===== config.mk =====
export PLATFORM = sky130hd
export DESIGN_NAME = uart_tx
export DESIGN_NICKNAME = d
export VERILOG_FILES = /design/src/rtl/uart_pkg.sv /design/src/rtl/uart_baud_gen.sv /design/src/rtl/uart_tx.sv
export SDC_FILE = /design/constraint.sdc
export NUM_CORES = 1
export LEC_CHECK = 0
export CELL_PAD_IN_SITES_DETAIL_PLACEMENT = 1
export CELL_PAD_IN_SITES_GLOBAL_PLACEMENT = 1
export CORE_MARGIN = 5
export CORE_UTILIZATION = 48
export DETAILED_ROUTE_END_ITERATION = 16
export GPL_TIMING_DRIVEN = 0
export PLACE_DENSITY = 0.82
export SYNTH_ARGS = -nofsm -noshare
export SYNTH_HDL_FRONTEND = slang
export SYNTH_HIERARCHICAL = 1
export SYNTH_SLANG_ARGS = --single-unit

===== constraint.sdc =====
create_clock -name sys_clk -period 6.5 [get_ports sys_clk]
set_clock_uncertainty 0.15 [all_clocks]
set_input_delay 1.3 -clock sys_clk [delete_from_list [all_inputs] [get_ports sys_clk]]
set_output_delay 1.3 -clock sys_clk [all_outputs]
set_load 0.05 [all_outputs]

===== src/rtl/uart_pkg.sv =====
// Shared UART definitions: FSM state encoding, baud counter width and divisor helper.
// ST_PARITY exists only when UART_TX_PARITY_EN is defined.
package uart_pkg;

  localparam int BAUD_CNT_WIDTH = 15;

  typedef enum logic [2:0] {
    ST_IDLE   = 3'd0,
    ST_START  = 3'd1,
    ST_DATA   = 3'd2,
`ifdef UART_TX_PARITY_EN
    ST_PARITY = 3'd3,
`endif
    ST_STOP   = 3'd4
  } uart_state_t;

  // Terminal count of the per-bit counter; also used by the link receiver.
  function automatic int calc_baud_cnt_max(input int clk_freq, input int baud_rate);
    return (clk_freq / baud_rate) - 1;
  endfunction

endpackage


===== src/rtl/uart_baud_gen.sv =====
// Bit-period counter: counts 0..CNT_MAX while enabled, strobes bit_end on the last cycle.
module uart_baud_gen
  import uart_pkg::*;
#(
  parameter int CNT_MAX = 9
) (
  input  logic sys_clk,
  input  logic sys_rst_n,
  input  logic clr,
  input  logic en,
  output logic bit_end
);

  localparam logic [BAUD_CNT_WIDTH-1:0] CNT_MAX_V = BAUD_CNT_WIDTH'(CNT_MAX);

  logic [BAUD_CNT_WIDTH-1:0] baud_cnt;

  always_ff @(posedge sys_clk or negedge sys_rst_n) begin
    if (!sys_rst_n) begin
      baud_cnt <= '0;
    end else if (clr) begin
      baud_cnt <= '0;
    end else if (en) begin
      if (baud_cnt == CNT_MAX_V) baud_cnt <= '0;
      else                       baud_cnt <= baud_cnt + BAUD_CNT_WIDTH'(1);
    end
  end

  assign bit_end = en && (baud_cnt == CNT_MAX_V);

endmodule


===== src/rtl/uart_tx.sv =====
// UART transmitter: start bit, D_WIDTH data bits LSB-first, optional even parity, one stop bit.
// Define UART_TX_PARITY_EN to compile in the parity bit.
//
// state     | meaning
// ----------+------------------------------------------------
// ST_IDLE   | line high, waiting for pi_flag
// ST_START  | start bit (low)
// ST_DATA   | data bits, LSB first, one per bit period
// ST_PARITY | even parity of the latched word (macro only)
// ST_STOP   | stop bit (high); tx_done follows on exit
module uart_tx
  import uart_pkg::*;
#(
  parameter int CLK_FREQ  = 133_000_000,
  parameter int BAUD_RATE = 9600,
  parameter int D_WIDTH   = 8
) (
  input  logic               sys_clk,
  input  logic               sys_rst_n,
  input  logic [D_WIDTH-1:0] tx_data,
  input  logic               pi_flag,
  output logic               tx,
  output logic               tx_busy,
  output logic               tx_done
);

  localparam int         BAUD_CNT_MAX = calc_baud_cnt_max(CLK_FREQ, BAUD_RATE);
  localparam logic [3:0] LAST_BIT     = 4'(D_WIDTH - 1);

  if (BAUD_CNT_MAX < 0 || BAUD_CNT_MAX >= (1 << BAUD_CNT_WIDTH)) begin : g_baud_range_check
    $error("uart_tx: BAUD_CNT_MAX out of range for BAUD_CNT_WIDTH");
  end

  if (D_WIDTH < 5 || D_WIDTH > 16) begin : g_width_check
    $error("uart_tx: D_WIDTH must be 5..16");
  end

  uart_state_t        state, next_state;
  logic [D_WIDTH-1:0] shift_reg, shift_next;
  logic [3:0]         bit_cnt, bit_cnt_next;
  logic               bit_end, accept, last_bit;
  logic               tx_next, busy_next, done_next;
`ifdef UART_TX_PARITY_EN
  logic               parity_reg;
`endif

  assign accept   = (state == ST_IDLE) && pi_flag;
  assign last_bit = (bit_cnt == LAST_BIT);

  uart_baud_gen #(
    .CNT_MAX (BAUD_CNT_MAX)
  ) u_baud_gen (
    .sys_clk   (sys_clk),
    .sys_rst_n (sys_rst_n),
    .clr       (accept),
    .en        (state != ST_IDLE),
    .bit_end   (bit_end)
  );

  always_ff @(posedge sys_clk or negedge sys_rst_n) begin
    if (!sys_rst_n) state <= ST_IDLE;
    else            state <= next_state;
  end

  always_comb begin
    next_state = state;
    case (state)
      ST_IDLE:  if (pi_flag) next_state = ST_START;
      ST_START: if (bit_end) next_state = ST_DATA;
      ST_DATA: begin
        if (bit_end && last_bit) begin
`ifdef UART_TX_PARITY_EN
          next_state = ST_PARITY;
`else
          next_state = ST_STOP;
`endif
        end
      end
`ifdef UART_TX_PARITY_EN
      ST_PARITY: if (bit_end) next_state = ST_STOP;
`endif
      ST_STOP:  if (bit_end) next_state = ST_IDLE;
      default:  next_state = ST_IDLE;
    endcase
  end

  always_comb begin
    shift_next   = shift_reg;
    bit_cnt_next = bit_cnt;
    if (accept) begin
      shift_next   = tx_data;
      bit_cnt_next = '0;
    end else if (state == ST_DATA && bit_end) begin
      shift_next   = shift_reg >> 1;
      bit_cnt_next = last_bit ? 4'd0 : bit_cnt + 4'd1;
    end
  end

  // Outputs are computed one cycle ahead from next_state so they come straight from flops.
  always_comb begin
    busy_next = (next_state != ST_IDLE);
    done_next = (state == ST_STOP) && bit_end;
    tx_next   = 1'b1;
    case (next_state)
      ST_START:  tx_next = 1'b0;
      ST_DATA:   tx_next = shift_next[0];
`ifdef UART_TX_PARITY_EN
      ST_PARITY: tx_next = parity_reg;
`endif
      default:   tx_next = 1'b1;
    endcase
  end

  always_ff @(posedge sys_clk or negedge sys_rst_n) begin
    if (!sys_rst_n) begin
      shift_reg <= '0;
      bit_cnt   <= '0;
      tx        <= 1'b1;
      tx_busy   <= 1'b0;
      tx_done   <= 1'b0;
    end else begin
      shift_reg <= shift_next;
      bit_cnt   <= bit_cnt_next;
      tx        <= tx_next;
      tx_busy   <= busy_next;
      tx_done   <= done_next;
    end
  end

`ifdef UART_TX_PARITY_EN
  always_ff @(posedge sys_clk or negedge sys_rst_n) begin
    if (!sys_rst_n)  parity_reg <= 1'b0;
    else if (accept) parity_reg <= ^tx_data;
  end
`endif

endmodule


==> run summary <==
The run gives 0 as the number of hold violations in the final report. The number of remaining DRC errors came out at 0. The detailed router's first-iteration violation count was 80.

The worst setup path is captured at a flip-flop. Synthesis produced a netlist with a net count of 188. Fill cell total of the finished layout: 408. Slew at the pin closest to its max-slew limit: 0.735 ns. The minimum clock period after layout came out at 3.29 ns. The cell count after synthesis was 174. The die is 70.3 um wide. The share of the yosys chip area belonging to registers was 0.473. The critical path launch point type was an input pin. The remaining antenna violation count was 0.

After global routing the overflow that remains totals 0. The internal portion of the total power is 0.349 mW. The switching part of the total came out at 0.315.

The number of primary I/O pins came out at 14. The worst register-to-register path has a setup slack of 3.38 ns. The combinational share of power is 0.167. The number of buffers created by CTS is 5, and the maximum number of pins on one net before global-route repair is 34. The mapped netlist covers 1750 um^2. The number of antenna diodes in the final layout is 0.

The register with the most flip-flops in the layout has 15 of them. The signed area change from the synthesized netlist to the final layout is 15.3%, and the leakage dissipation is 0.874 nW. Fraction of registers with async set/reset: 1.00. The logs give 0.559 for the utilization of the core after routing and 0.484 for the effective utilization at floorplan. The cell depth of the worst flop-to-flop path works out to 10. Summed over all nets, the switching power comes to 0.160 mW.

The wire-length estimate of the detail-placed layout is 2.93 mm. In this design, the stage delay of the slowest critical-path cell is 0.49 ns. The maximum fanout along the worst path is 12. At the placement stage, the worst setup path has a slack of 2.93 ns. After layout, the worst setup slack is 3.21 ns.

The tools report the launching instance or port of the critical path as pi_flag. The tool flagged a number of max-cap violations equal to 0. Setup repair after global routing left no endpoint under its margin. The tools report the final weighted congestion in routability-driven placement as 0.809. The most frequent cell on the critical path is sky130_fd_sc_hd__nor2_1. The signal on the critical path passes through clkdlybuf4s50_1 -> or4b_1 -> buf_6 -> clkinv_8 -> nor2_1 -> nor4b_1 -> xnor2_1 -> nor2_1.

The min-delay analysis places its worst path in the category flip-flop to flip-flop. The tools report the overall global routing resource usage as 0.195. The run gives 0 ns as the total negative setup slack.

The worst register-to-register path ends at bit_cnt[3]. By startpoint and endpoint, the worst setup path is classified as input pin to flip-flop. The run finished with clean final reports. CTS built an H-tree with a depth of 2. The tools report the total count of max-transition violations in the final report as 0. The portion of the clock cycle consumed by the worst path in the final layout works out to 0.505. For the total wirelength of the detailed-routed design, the log shows 4.16 mm. The core region is 3610 um^2. The post-synthesis area per instance is 10.0 um^2. For the part of the power in registers, the log shows 0.537. The total setup buffers inserted after CTS is 0. Among all stages on the critical path, the largest delay is contributed by sky130_fd_sc_hd__clkdlybuf4s50_1. In the post-synthesis netlist, the biggest area contributors are sky130_fd_sc_hd__dfrtp_1 (46%), sky130_fd_sc_hd__nand2_1 (4.1%), sky130_fd_sc_hd__nor2_1 (3.7%). The startpoint identified for the worst register-to-register timing path is u_baud_gen/baud_cnt[1]. The number of hold buffers added after CTS was 0.

The fraction of layout cells with a size suffix above 1 is 0.118, and the die area is 4950 um^2. Gates resized during post-CTS repair numbered 0. Summing internal, switching and leakage power gives 0.509 mW. The tools report the beginning of the worst hold path as bit_cnt[3]. After floorplanning, the core was divided into 22 placement rows. TritonCTS built the clock tree. Setup violations remaining at the end of the flow were counted as 0. The most used flip-flop cell after synthesis is sky130_fd_sc_hd__dfrtp_1. The tools report the number of warnings reported in the yosys synthesis log as 6. Hold is met by 0.345 ns.

The overall via count from detail_route was 1419. The final layout net count is 208, and the clock insertion delay at the later pin of the skew report is 0.29 ns. The synthesized design contains 0 enable-type register cells. The worst path required time is 6.53 ns. Synthesis inferred 33 register bits. The first TritonRoute pass finished after 4 iterations. Counting distinct cell types in the post-synthesis netlist gives 51. Registers take 827 um^2. The most area-hungry cell type in the Yosys netlist was sky130_fd_sc_hd__dfrtp_1. The max-slew headroom at the worst pin is 0.510, and the total number of clock tree sinks is 33. The initial antenna violation count is 0, and the largest vdd supply drop is 0.000145 V.

The last element of the critical path is u_baud_gen/baud_cnt[7]. For the maximum clock rate, the log shows 304 MHz. The die is 70.3 um tall.

Data on the critical path arrives at its endpoint at 3.31 ns. Area share of the leading cell type in the synthesized netlist: 0.458. The longest clock path from root to sink contains 2 buffers.

The run gives 0.297 as the part of the power in the clock network. The area of the multi-input gates was 846 um^2; the power density normalized to cell area was 253 nW/um^2. The average routed wire per standard cell works out to 17.1 um. After detailed routing, the number of vias per cell comes to 5.84. The clock root buffer was sky130_fd_sc_hd__clkbuf_8. The post-CTS clock slew at the launch and capture registers of the worst setup and hold paths is 0.07 ns.

The via count of the first global-routing pass is 1583. The count of port buffers added during placement is 13, and the wire length of the first global-routing pass is 7.54 mm.
[routing by layer]
layer  up-vias  GRT usage  routed length [um]
met5         -          0                   0
met4         0     0.0872                  88
met3         8     0.0489                 156
met2        28      0.330                2140
met1       710      0.231                1770
li1        673          -                   -
[how the worst min path moves through the flow]
stage	to	slack, ns	depth (start not counted)
final	bit_cnt[3]	0.35	1
after global routing	bit_cnt[3]	0.39	1
after CTS	bit_cnt[3]	0.34	1
after detailed placement	bit_cnt[3]	0.33	1
after global placement	shift_reg[4]	0.31	2
after floorplan	shift_reg[4]	0.29	2
[cells by family after synthesis]
logic type               synth area share
AO/OA/AOI/OAI                       0.133
buffers and inverters              0.0423
XOR/XNOR                           0.0451
adder cells (fa/ha/maj)            0.0215
AND/OR/NAND/NOR                     0.266
multiplexers                       0.0179
flip-flops                          0.473
[worst max-delay path, delay by kind of cell]
kind | cells | cell delay (ns)
buf+inv | 3 | 0.74
xor+xnor | 1 | 0.17
simple gates | 4 | 1.09
[cell usage in the layout (no fill, tap or decap), types with 3 or more instances in the layout]
| cell | n |
|---|---|
| sky130_fd_sc_hd__dfrtp_1 | 32 |
| sky130_fd_sc_hd__nand2_1 | 19 |
| sky130_fd_sc_hd__nor2_1 | 17 |
| sky130_fd_sc_hd__clkdlybuf4s50_1 | 12 |
| sky130_fd_sc_hd__inv_1 | 6 |
| sky130_fd_sc_hd__nand3_1 | 6 |
| sky130_fd_sc_hd__buf_2 | 5 |
| sky130_fd_sc_hd__o22ai_1 | 5 |
| sky130_fd_sc_hd__a21o_1 | 5 |
| sky130_fd_sc_hd__nor3_1 | 5 |
| sky130_fd_sc_hd__xor2_1 | 5 |
| sky130_fd_sc_hd__o31ai_1 | 5 |
| sky130_fd_sc_hd__clkbuf_8 | 5 |
| sky130_fd_sc_hd__nand4_1 | 4 |
| sky130_fd_sc_hd__or4_1 | 4 |
| sky130_fd_sc_hd__xnor2_1 | 4 |
| sky130_fd_sc_hd__nand3b_1 | 3 |
| sky130_fd_sc_hd__ha_1 | 3 |
| sky130_fd_sc_hd__nor4_1 | 3 |
| sky130_fd_sc_hd__a211oi_1 | 3 |
[power groups by stage]
| stage | Sequential (mW) | Clock, mW | Combinational (mW) |
|---|---|---|---|
| after floorplan | 0.265 | 0 | 0.0609 |
| after global placement | 0.271 | 0 | 0.0795 |
| after detailed placement | 0.276 | 0 | 0.0840 |
| after CTS | 0.273 | 0.157 | 0.0861 |
| after global routing | 0.277 | 0.165 | 0.0951 |
| final | 0.273 | 0.151 | 0.0847 |
[synthesized netlist by cell type (2+ instances only)]
master and n:
sky130_fd_sc_hd__o22ai_1 5, sky130_fd_sc_hd__mux2i_1 2, sky130_fd_sc_hd__nand3b_1 3, sky130_fd_sc_hd__nand3_1 6, sky130_fd_sc_hd__a21oi_1 2, sky130_fd_sc_hd__nor2_1 17, sky130_fd_sc_hd__or3_1 2, sky130_fd_sc_hd__o31ai_1 5
sky130_fd_sc_hd__a31oi_1 2, sky130_fd_sc_hd__nand4bb_1 2, sky130_fd_sc_hd__a21o_1 5, sky130_fd_sc_hd__dfrtp_1 32, sky130_fd_sc_hd__a211oi_1 3, sky130_fd_sc_hd__buf_2 4, sky130_fd_sc_hd__inv_1 6, sky130_fd_sc_hd__and2_1 2
sky130_fd_sc_hd__nor4_1 3, sky130_fd_sc_hd__xnor2_1 4, sky130_fd_sc_hd__or4_1 4, sky130_fd_sc_hd__o21ai_0 2, sky130_fd_sc_hd__xor2_1 5, sky130_fd_sc_hd__nor3_1 5, sky130_fd_sc_hd__ha_1 3, sky130_fd_sc_hd__nand2b_1 2
sky130_fd_sc_hd__nand4_1 4, sky130_fd_sc_hd__nand2_1 19
[through the flow]
stage	cell area, um^2	std cells
floorplan	1750	174
global placement	1940	235
detailed placement	1930	235
CTS	2010	243
global route	2010	243
finish	2010	243
[area by class of cell]
type,count,area share
buffer,6,0.0174
timing repair buffer,13,0.0621
clock buffer,6,0.0360
sequential,33,0.411
inverter,7,0.0193
clock inverter,2,0.00497
multi-input combinational,128,0.420
tap,48,0.0298
Power figures use the tool's default switching activity.
==> edit, RTL diff (same settings) <==
Set the parameter `D_WIDTH` to 6 (it was 8).
--- a/src/rtl/uart_tx.sv
+++ b/src/rtl/uart_tx.sv
@@ -13,7 +13,7 @@
 #(
   parameter int CLK_FREQ  = 133_000_000,
   parameter int BAUD_RATE = 9600,
-  parameter int D_WIDTH   = 8
+  parameter int D_WIDTH   = 6
 ) (
   input  logic               sys_clk,
   input  logic               sys_rst_n,
Ports: changed (resized tx_data); port bits go from 14 to 12. The function was not compared with the original's and may differ.
==> edit against the unedited design <==
Cell area down 5.3%. First-iteration DRC count decreased by 43%. Core utilization increased by 0.87 points. Area after synthesis is 3.5% lower. Setup slack improved by 0.17 ns. Count of clock-buffer cells in the layout is 1 higher. Synthesized cell count is 4.6% lower. Largest cell class unchanged. Final cell count down 4.9%. Sequential cell count down 2. Total power shrank 8.9%. Routed wire length fell by 9.5%.
==> edit: results (changes against the unedited design) <==
----------------------------------------------------
[Global routing]
  Total global routing track utilization ... 17.5% (-2.0 points)
  Via count of the first global-routing pass ... 1422 (-10%)
  Global-route wire length before repair ... 6700 um (-11%)
  Maximum number of pins on one net before global-route repair ... 32 (-5.9%)

[Worst setup path]
  Crit path max-delay cell type ... nor4_4
  Number of cells on the critical path ... 9 (+1)
  Slack of the worst reg-to-reg path ... 3.38 ns (about the same)
  Crit Path Max Fanout ... 9 (-3)
  Worst endpoint data arrival time ... 3.25 ns (-0.06 ns)
  Critical path startpoint category ... flip-flop

[Min path]
  Hold path startpoint ... u_baud_gen/baud_cnt[14]
  Number of cells on the worst hold path ... 2 (+1)
  WHS Endpoint ... u_baud_gen/baud_cnt[14]

[Status]
  Result of the run ... finished, final reports clean

[Timing]
  Worst hold margin ... 0.382 ns (+0.0372 ns)
  Max Fclk ... 0.321 GHz (+5.4%)
  Actual transition at the worst max-transition pin ... 0.688 ns (-0.0468 ns)

[Placed design]
  Placed inst area ... 1850 um^2 (-4.1%)
  Minimum setup slack after placement ... 3.09 ns (+0.163 ns)
  Cells after DPL ... 223 (-5.1%)
  Post-detail-place hpwl ... 2710 um (-7.6%)

[Yosys]
  Mean instance size in the synthesized netlist ... 10.2 um^2 (+1.1%)
  Number of library cell types mapped by synthesis ... 44 (-14%)
  Commonest cells post-synth ... dfrtp_1 (30), nand2_1 (16), nor2_1 (13)
  Post-synthesis sequential area ratio ... 46.1% (-1.2 points)
  Dominant cells by area after synthesis ... dfrtp_1 (45%), mux2i_1 (4.2%), nand2_1 (3.6%)

[Cells and area]
  Number of inserted filler cells in the final layout ... 413 (+1.2%)
  Share of layout cells above drive strength 1 ... 13.0% (+1.2 points)
  Nets@finish ... 197 (-5.3%)

[Clocking]
  Source-to-sink clock delay at the later pin of the worst-skew pair ... 0.34 ns (+0.05 ns)

[Drt]
  Vias per cell ... 5.71 (-2.2%)
  Final wirelength ... 3760 um (-9.5%)
  Routed via count ... 1319 (-7.0%)

[Pwr]
  Combinational power ... 83.6 uW (-1%)
  Worst supply voltage drop on vdd ... 155 uV (+7.1%)
  Power per unit of standard cell area ... 243 nW/um^2 (-3.8%)
  Standby leakage power ... 0.842 nW (-3.6%)
  Power consumed by sequential cells ... 259 uW (-5%)

----------------------------------------------------
[edit: layer usage]
layer | GRT usage, % | part of all wire (%) | up-vias
li1 | - | - | 642
met1 | 19.5 | 43 | 663
met2 | 31.0 | 53 | 8
met3 | 4.93 | 2.3 | 6
met4 | 7.16 | 1.8 | 0
met5 | 0 | 0 | -
[edit: layout make-up]
type | instances | area (um^2) | area share [%]
Multi-Input combinational cell | 124 | 841 | 44.1
Sequential cell | 31 | 777 | 40.7
Timing Repair Buffer | 11 | 105 | 5.51
Tap cell | 46 | 57.6 | 3.02
Clock buffer | 7 | 55.1 | 2.89
Buffer | 6 | 48.8 | 2.56
Inverter | 5 | 18.8 | 0.984
Clock inverter | 1 | 5.00 | 0.262
[edit: kinds of logic after synthesis]
logic type	Yosys count	share of synthesized area, %
muxes	8	4.83
buffers and inverters	11	4.01
xor gates and xnor gates	8	4.16
AOI/OAI and AO/OA	32	11.8
adders and majority gates	4	2.97
and+or+nand+nor	72	26.1
DFF	31	46.1
